`config.mk`:
```
export PLATFORM = sky130hd
export DESIGN_NAME = dmem_arbiter
export DESIGN_NICKNAME = d
export VERILOG_FILES = /design/src/rtl/dmem_arb_pkg.sv /design/src/rtl/dmem_arb_burst_ctr.sv /design/src/rtl/dmem_arbiter.sv
export SDC_FILE = /design/constraint.sdc
export NUM_CORES = 1
export LEC_CHECK = 0
export BUFFER_PORTS_ARGS = -buffer_cell sky130_fd_sc_hd__buf_2
export CAP_MARGIN = 20
export CORE_AREA = 3 3 144 146
export CTS_CLUSTER_DIAMETER = 80
export DETAILED_ROUTE_END_ITERATION = 8
export DIE_AREA = 0 0 147 149
export GPL_TIMING_DRIVEN = 1
export HOLD_SLACK_MARGIN = 0.1
export SYNTH_ARGS = -nofsm -noshare
export SYNTH_HDL_FRONTEND = slang
export SYNTH_SLANG_ARGS = --single-unit
```
`constraint.sdc`:
```
create_clock -name clock -period 2.4 [get_ports clock]
set_clock_uncertainty 0.05 [all_clocks]
set_input_delay 0.12 -clock clock [delete_from_list [all_inputs] [get_ports clock]]
set_output_delay 0.12 -clock clock [all_outputs]
set_load 0.02 [all_outputs]
```
`src/rtl/dmem_arb_pkg.sv`:
```
// Shared definitions for the data-memory arbiter: FSM encoding, word stride
// and default widths.
package dmem_arb_pkg;

  localparam int ADDR_W_DEF    = 32;
  localparam int DATA_W_DEF    = 32;
  localparam int LEN_W_DEF     = 8;
  localparam int CPU_QUOTA_DEF = 4;
  localparam int WORD_STRIDE   = 4;

  typedef enum logic [1:0] {
    IDLE      = 2'd0,
    CPU_RD    = 2'd1,
    EXT_BURST = 2'd2,
    EXT_DRAIN = 2'd3
  } arb_state_t;

endpackage

```
`src/rtl/dmem_arb_burst_ctr.sv`:
```
// EXT burst address/beat tracker: loads base and length, then advances one
// word per step and flags the final beat.
module dmem_arb_burst_ctr
  import dmem_arb_pkg::*;
#(
  parameter int ADDR_W = ADDR_W_DEF,
  parameter int LEN_W  = LEN_W_DEF
) (
  input  logic              clock,
  input  logic              reset,
  input  logic              load,
  input  logic              step,
  input  logic [ADDR_W-1:0] base,
  input  logic [LEN_W-1:0]  len,
  output logic [ADDR_W-1:0] addr,
  output logic              last
);

  logic [ADDR_W-1:0] addr_reg;
  logic [LEN_W-1:0]  count_reg;

  // A zero length request still moves one beat.
  always_ff @(posedge clock or posedge reset) begin
    if (reset) begin
      addr_reg  <= '0;
      count_reg <= '0;
    end else if (load) begin
      addr_reg  <= base;
      count_reg <= (len == '0) ? LEN_W'(1) : len;
    end else if (step) begin
      addr_reg  <= addr_reg + ADDR_W'(WORD_STRIDE);
      count_reg <= count_reg - LEN_W'(1);
    end
  end

  assign addr = addr_reg;
  assign last = (count_reg == LEN_W'(1));

endmodule

```
`src/rtl/dmem_arbiter.sv`:
```
// Single-port data memory arbiter between the MEM stage and the EXT loader.
// Define DMEM_ARB_PERF_EN to enable the stall / EXT-beat performance counters.
module dmem_arbiter
  import dmem_arb_pkg::*;
#(
  parameter int ADDR_W    = ADDR_W_DEF,
  parameter int DATA_W    = DATA_W_DEF,
  parameter int LEN_W     = LEN_W_DEF,
  parameter int CPU_QUOTA = CPU_QUOTA_DEF
) (
  input  logic              clock,
  input  logic              reset,
  input  logic              cpu_req,
  input  logic              cpu_we,
  input  logic [ADDR_W-1:0] cpu_addr,
  input  logic [DATA_W-1:0] cpu_wdata,
  output logic [DATA_W-1:0] cpu_rdata,
  output logic              cpu_rvalid,
  output logic              cpu_stall,
  input  logic              ext_req,
  input  logic              ext_we,
  input  logic [ADDR_W-1:0] ext_addr,
  input  logic [LEN_W-1:0]  ext_len,
  output logic              ext_gnt,
  output logic              ext_ready,
  input  logic [DATA_W-1:0] ext_wdata,
  output logic [DATA_W-1:0] ext_rdata,
  output logic              ext_rvalid,
  output logic              ext_done,
  output logic              mem_en,
  output logic              mem_we,
  output logic [ADDR_W-1:0] mem_addr,
  output logic [DATA_W-1:0] mem_wdata,
  input  logic [DATA_W-1:0] mem_rdata,
  output logic [31:0]       perf_cpu_stall,
  output logic [31:0]       perf_ext_beats
);

  localparam int QW = $clog2(CPU_QUOTA + 1);

  arb_state_t        state_reg, state_next;
  logic [QW-1:0]     quota_reg;
  logic              we_reg, rd_pend_reg, done_reg;
  logic              ext_win, cpu_win, burst_load, burst_step, burst_last;
  logic [ADDR_W-1:0] burst_addr;

  assign ext_win    = ext_req && (!cpu_req || quota_reg == QW'(CPU_QUOTA));
  assign cpu_win    = cpu_req && !ext_win;
  assign burst_load = (state_reg == IDLE) && ext_win;
  assign burst_step = (state_reg == EXT_BURST);

  dmem_arb_burst_ctr #(.ADDR_W(ADDR_W), .LEN_W(LEN_W)) u_burst_ctr (
    .clock (clock),
    .reset (reset),
    .load  (burst_load),
    .step  (burst_step),
    .base  (ext_addr),
    .len   (ext_len),
    .addr  (burst_addr),
    .last  (burst_last)
  );

  always_ff @(posedge clock or posedge reset) begin
    if (reset) state_reg <= IDLE;
    else       state_reg <= state_next;
  end

  always_comb begin
    state_next = state_reg;
    case (state_reg)
      IDLE: begin
        if (ext_win)                 state_next = EXT_BURST;
        else if (cpu_win && !cpu_we) state_next = CPU_RD;
      end
      CPU_RD:    state_next = IDLE;
      EXT_BURST: if (burst_last) state_next = we_reg ? IDLE : EXT_DRAIN;
      EXT_DRAIN: state_next = IDLE;
      default:   state_next = IDLE;
    endcase
  end

  // Quota only counts CPU wins that actually made a waiting EXT request wait.
  always_ff @(posedge clock or posedge reset) begin
    if (reset) begin
      quota_reg   <= '0;
      we_reg      <= 1'b0;
      rd_pend_reg <= 1'b0;
      done_reg    <= 1'b0;
    end else begin
      if (burst_load)
        quota_reg <= '0;
      else if (state_reg == IDLE && cpu_win && ext_req && quota_reg != QW'(CPU_QUOTA))
        quota_reg <= quota_reg + QW'(1);
      if (burst_load) we_reg <= ext_we;
      rd_pend_reg <= burst_step && !we_reg;
      done_reg    <= burst_step && burst_last && we_reg;
    end
  end

  always_comb begin
    cpu_rdata  = '0;
    cpu_rvalid = 1'b0;
    cpu_stall  = 1'b0;
    ext_gnt    = 1'b0;
    ext_ready  = 1'b0;
    mem_en     = 1'b0;
    mem_we     = 1'b0;
    mem_addr   = '0;
    mem_wdata  = '0;
    ext_rvalid = rd_pend_reg;
    ext_rdata  = rd_pend_reg ? mem_rdata : '0;
    ext_done   = done_reg || (state_reg == EXT_DRAIN);
    case (state_reg)
      IDLE: begin
        if (ext_win) begin
          ext_gnt   = 1'b1;
          cpu_stall = cpu_req;
        end else if (cpu_req) begin
          mem_en    = 1'b1;
          mem_we    = cpu_we;
          mem_addr  = cpu_addr;
          mem_wdata = cpu_we ? cpu_wdata : '0;
          cpu_stall = !cpu_we;
        end
      end
      CPU_RD: begin
        cpu_rdata  = mem_rdata;
        cpu_rvalid = 1'b1;
      end
      EXT_BURST: begin
        cpu_stall = cpu_req;
        ext_ready = 1'b1;
        mem_en    = 1'b1;
        mem_we    = we_reg;
        mem_addr  = burst_addr;
        mem_wdata = we_reg ? ext_wdata : '0;
      end
      EXT_DRAIN: cpu_stall = cpu_req;
      default: ;
    endcase
  end

`ifdef DMEM_ARB_PERF_EN
  logic [31:0] perf_stall_reg, perf_beats_reg;

  always_ff @(posedge clock or posedge reset) begin
    if (reset) begin
      perf_stall_reg <= '0;
      perf_beats_reg <= '0;
    end else begin
      if (cpu_stall && perf_stall_reg != '1) perf_stall_reg <= perf_stall_reg + 32'd1;
      if (ext_ready && perf_beats_reg != '1) perf_beats_reg <= perf_beats_reg + 32'd1;
    end
  end

  assign perf_cpu_stall = perf_stall_reg;
  assign perf_ext_beats = perf_beats_reg;
`else
  assign perf_cpu_stall = '0;
  assign perf_ext_beats = '0;
`endif

endmodule

```
==> impl_metrics.csv <==
group,metric,value,unit
outcome,status,"finished, final reports clean",
pwr,pwr-share-comb,64.5,%
placement,portBuffers,309,
cells_and_area,num-nets-final,1067,
pwr,pwr-share-seq,24.6,%
logic_synthesis,synth_area_leader_cell,"dfrtp_1",
pwr,ir_drop,0.486,mV
logic_synthesis,netlist_area,0.00434,sq mm
timing,min_period,2.26,ns
timing,period_share,94.1,%
pwr,p_leak,3.54,nW
logic_synthesis,synth_cell_types,60,
global_route,grt_pass1_vias,4799,
worst_hold_path,min_path_cells,2,
cts,clk_path_buf_depth,2,
logic_synthesis,yosysTopAreaCellShare,27.7,%
cts,numCtsBuffers,5,
setup_path,worstPathArrival,2.09,ns
cts,cts_setup_buffers,0,
cts,clk_pin_slew,0.06,ns
setup_path,crit_type,"flip-flop to output pin",
logic_synthesis,synth_warnings,0,
routing,ant_nets,0,
routing,routed_via_density,4.56,
global_route,grt_max_degree,51,
setup_path,crit_required,2.23,ns
cells_and_area,largest_register_ffs,32,
routing,drt-initial-drc-count,233,
cells_and_area,drive_gt1_share,40.9,%
routing,drc,0,
routing,drt-total-wl,18700,um
cells_and_area,n_fill_cell,2087,
cts,cts.sinks,48,
floorplan,ioPinCount,374,
global_route,antenna_found_initial,4,
timing,hold_viol,0,
setup_path,reg2reg_setup_slack,0.19,ns
cts,clk-insertion-delay-late,0.29,ns
logic_synthesis,synth_area_per_cell,7.97,sq um
worst_hold_path,worstHoldEndpoint,"quota_reg[1]$_DFFE_PP0P_",
routing,wire_per_inst,16.2,um
timing,fin_tns_setup,0,ns
timing,drv_slew,0,
flow_run,max_cap_violations,0,
timing,rsz0062_at_grt,"no",
placement,place.gp.congestion,0.820,
global_route,grt_use_total,15.6,%
pwr,clkPwrFrac,10.8,%
setup_path,reg2reg_from,"u_burst_ctr.addr[10]$_DFFE_PP0P_",
logic_synthesis,postSynthCellCount,544,
setup_path,timing.rr.end,"u_burst_ctr.addr[27]$_DFFE_PP0P_",
placement,hpwl,14700,um
worst_hold_path,min_from,"ext_req",
setup_path,startpoint_type,"flip-flop",
logic_synthesis,synth-async-reset-ratio,100,%
timing,setup_ws,0.140,ns
worst_hold_path,hp-class,"primary input to flip-flop",
setup_path,r2r_cells,5,
floorplan,rows,51,
logic_synthesis,synth_area_leaders,"dfrtp_1, a22o_1, buf_4",
routing,dr.pass1.iters,5,
pwr,p_int,0.00325,W
cells_and_area,syn_to_final_growth,52.5,%
logic_synthesis,synth_ff_type,"dfrtp_1",
floorplan,coreArea,0.0195,sq mm
cts,cts_tree,"yes",
logic_synthesis,yosys_register_bits,48,
timing,setup_viol_count_final,0,
cts,cts_htree_levels,2,
pwr,switchingPower,0.00341,W
floorplan,fp.dieW,147,um
pwr,p_sw_share,51.2,%
logic_synthesis,synth-edff-count,0,
timing,max_freq,0.443,GHz
global_route,globalRoute.totalOverflow,0,
floorplan,dieArea,0.0219,sq mm
setup_path,end_kind,"output pin",
floorplan,fp.dieH,149,um
setup_path,crit_path_max_fanout,33,
placement,dpl_worst_slack,0.0943,ns
routing,num_vias,5271,
pwr,power.density,1010,mW/mm^2
floorplan,start_util,22.2,%
global_route,grt_pass1_wl,27600,um
logic_synthesis,ys_seq_area_share,27.7,%
cts,clockRootBuffer,"clkbuf_16",
==> power by group through the flow <==
stage | Clock, W | Combinational (W) | Sequential [W]
2_1_floorplan | 0 | 0.00290 | 0.00150
3_3_place_gp | 0 | 0.00423 | 0.00163
3_5_place_dp | 0 | 0.00425 | 0.00165
4_1_cts | 0.000739 | 0.00432 | 0.00164
5_1_grt | 0.000772 | 0.00470 | 0.00171
6_report | 0.000721 | 0.00430 | 0.00164
==> how the worst max path moves through the flow <==
| stage | end | slack, ns | cells past startpoint | startpoint |
|---|---|---|---|---|
| floorplan | u_burst_ctr.count_reg[5]$_DFFE_PP0P_ | 0.27 | 6 | state_reg[0]$_DFFE_PP0P_ |
| global placement | u_burst_ctr.addr[17]$_DFFE_PP0P_ | 0.19 | 9 | quota_reg[0]$_DFFE_PP0P_ |
| detailed placement | u_burst_ctr.addr[30]$_DFFE_PP0P_ | 0.09 | 7 | u_burst_ctr.addr[3]$_DFFE_PP0P_ |
| CTS | ext_gnt | 0.03 | 5 | state_reg[0]$_DFFE_PP0P_ |
| global route | mem_we | 0.01 | 8 | quota_reg[1]$_DFFE_PP0P_ |
| finish | mem_we | 0.14 | 8 | quota_reg[0]$_DFFE_PP0P_ |
==> worst max-delay path: stages, from the launching register on <==
cell and delay [ns]:
dfrtp_1 0.41, inv_1 0.07, ha_1 0.16, nand3_1 0.11, and3_1 0.22, and2_1 0.16
buf_6 0.18, or2_2 0.33, buf_2 0.17
==> cells in the mapped netlist, types with 2 or more instances <==
cell type / number
buf_1: 6
nand3_1: 18
nor3_1: 9
and3_1: 2
o221ai_1: 3
xnor2_1: 2
or4_1: 2
a21boi_0: 2
clkbuf_1: 29
o21ai_0: 23
a21oi_1: 6
inv_1: 10
mux2i_1: 2
o41ai_1: 2
a22o_1: 57
nand4_1: 13
dfrtp_1: 48
a21o_1: 3
or3_1: 2
and2_1: 68
a221o_1: 11
nor4_1: 9
nor2_1: 23
o311ai_0: 9
a22oi_1: 5
nor3b_1: 2
or2_2: 7
nand2_1: 61
a31oi_1: 4
buf_2: 2
nand2b_1: 3
buf_4: 64
xor2_1: 2
ha_1: 5
o211ai_1: 2
a211o_1: 3
nand3b_1: 2
==> cells in the final DEF, fill, tap and decap left out, types with 6 or more instances in the layout <==
cell type,synthesis,final
nand4_1,13,13
conb_1,1,64
o21ai_0,23,23
nor4_1,9,8
buf_4,64,24
dfrtp_1,48,48
or2_2,7,7
nor3_1,9,9
a221o_1,11,11
inv_1,10,8
buf_2,2,309
o311ai_0,9,9
a21oi_1,6,6
nand3_1,18,18
dlygate4sd3_1,0,41
nand2_1,61,61
a22o_1,57,57
nor2_1,23,21
and2_1,68,68
==> per-stage QoR <==
step / area (sq um) / instances / total power [W] / util (%) / hold slack, ns
4_1_cts: 6590 / 1154 / 0.00670 / 33.7 / 0.101
3_3_place_gp: 6030 / 1105 / 0.00586 / 30.9 / 0.0593
6_report: 6620 / 1155 / 0.00666 / 33.9 / 0.112
3_5_place_dp: 6030 / 1105 / 0.00590 / 30.9 / 0.0665
2_1_floorplan: 4570 / 607 / 0.00440 / - / 0.175
5_1_grt: 6620 / 1155 / 0.00719 / 33.9 / 0.124
==> what timing repair did <==
action | in CTS | in global routing
hold endpoints to repair | 53 | 0
gates resized for setup | 0 | 5
hold buffers | 41 | 0
endpoints found under the setup margin | 0 | 11
==> kinds of logic (layout without fill, tap and decap cells) <==
| group | count (synthesis) | count (layout) | synth area share, % |
|---|---|---|---|
| and+or+nand+nor | 229 | 229 | 28.2 |
| AOI/OAI and AO/OA | 141 | 141 | 25.6 |
| buffers and inverters | 114 | 396 | 15.7 |
| DFF | 48 | 48 | 27.7 |
| adders and majority gates | 5 | 5 | 1.44 |
| xor gates and xnor gates | 4 | 4 | 0.808 |
| muxes | 2 | 2 | 0.462 |
| other | 1 | 65 | 0.0865 |
==> final cells by class <==
type / count / area (sq um) / share of cell area (%)
inverter: 11 / 41.3 / 0.624
clock buffer: 8 / 146 / 2.21
sequential: 48 / 1200 / 18.2
timing repair buffer: 377 / 2180 / 32.9
multi-input combinational: 445 / 2710 / 41.0
antenna: 1 / 2.50 / 0.0378
tap: 265 / 332 / 5.01
==> per-layer routing <==
metal / routed length, um / GRT usage, % / share of wire [%]
met1: 8370 / 22.4 / 45
met2: 9090 / 26.0 / 49
met3: 1050 / 1.61 / 5.6
met4: 136 / 2.24 / 0.73
met5: 17 / 0 / 0.091
Note: power is estimated with default switching activity, not from simulation.
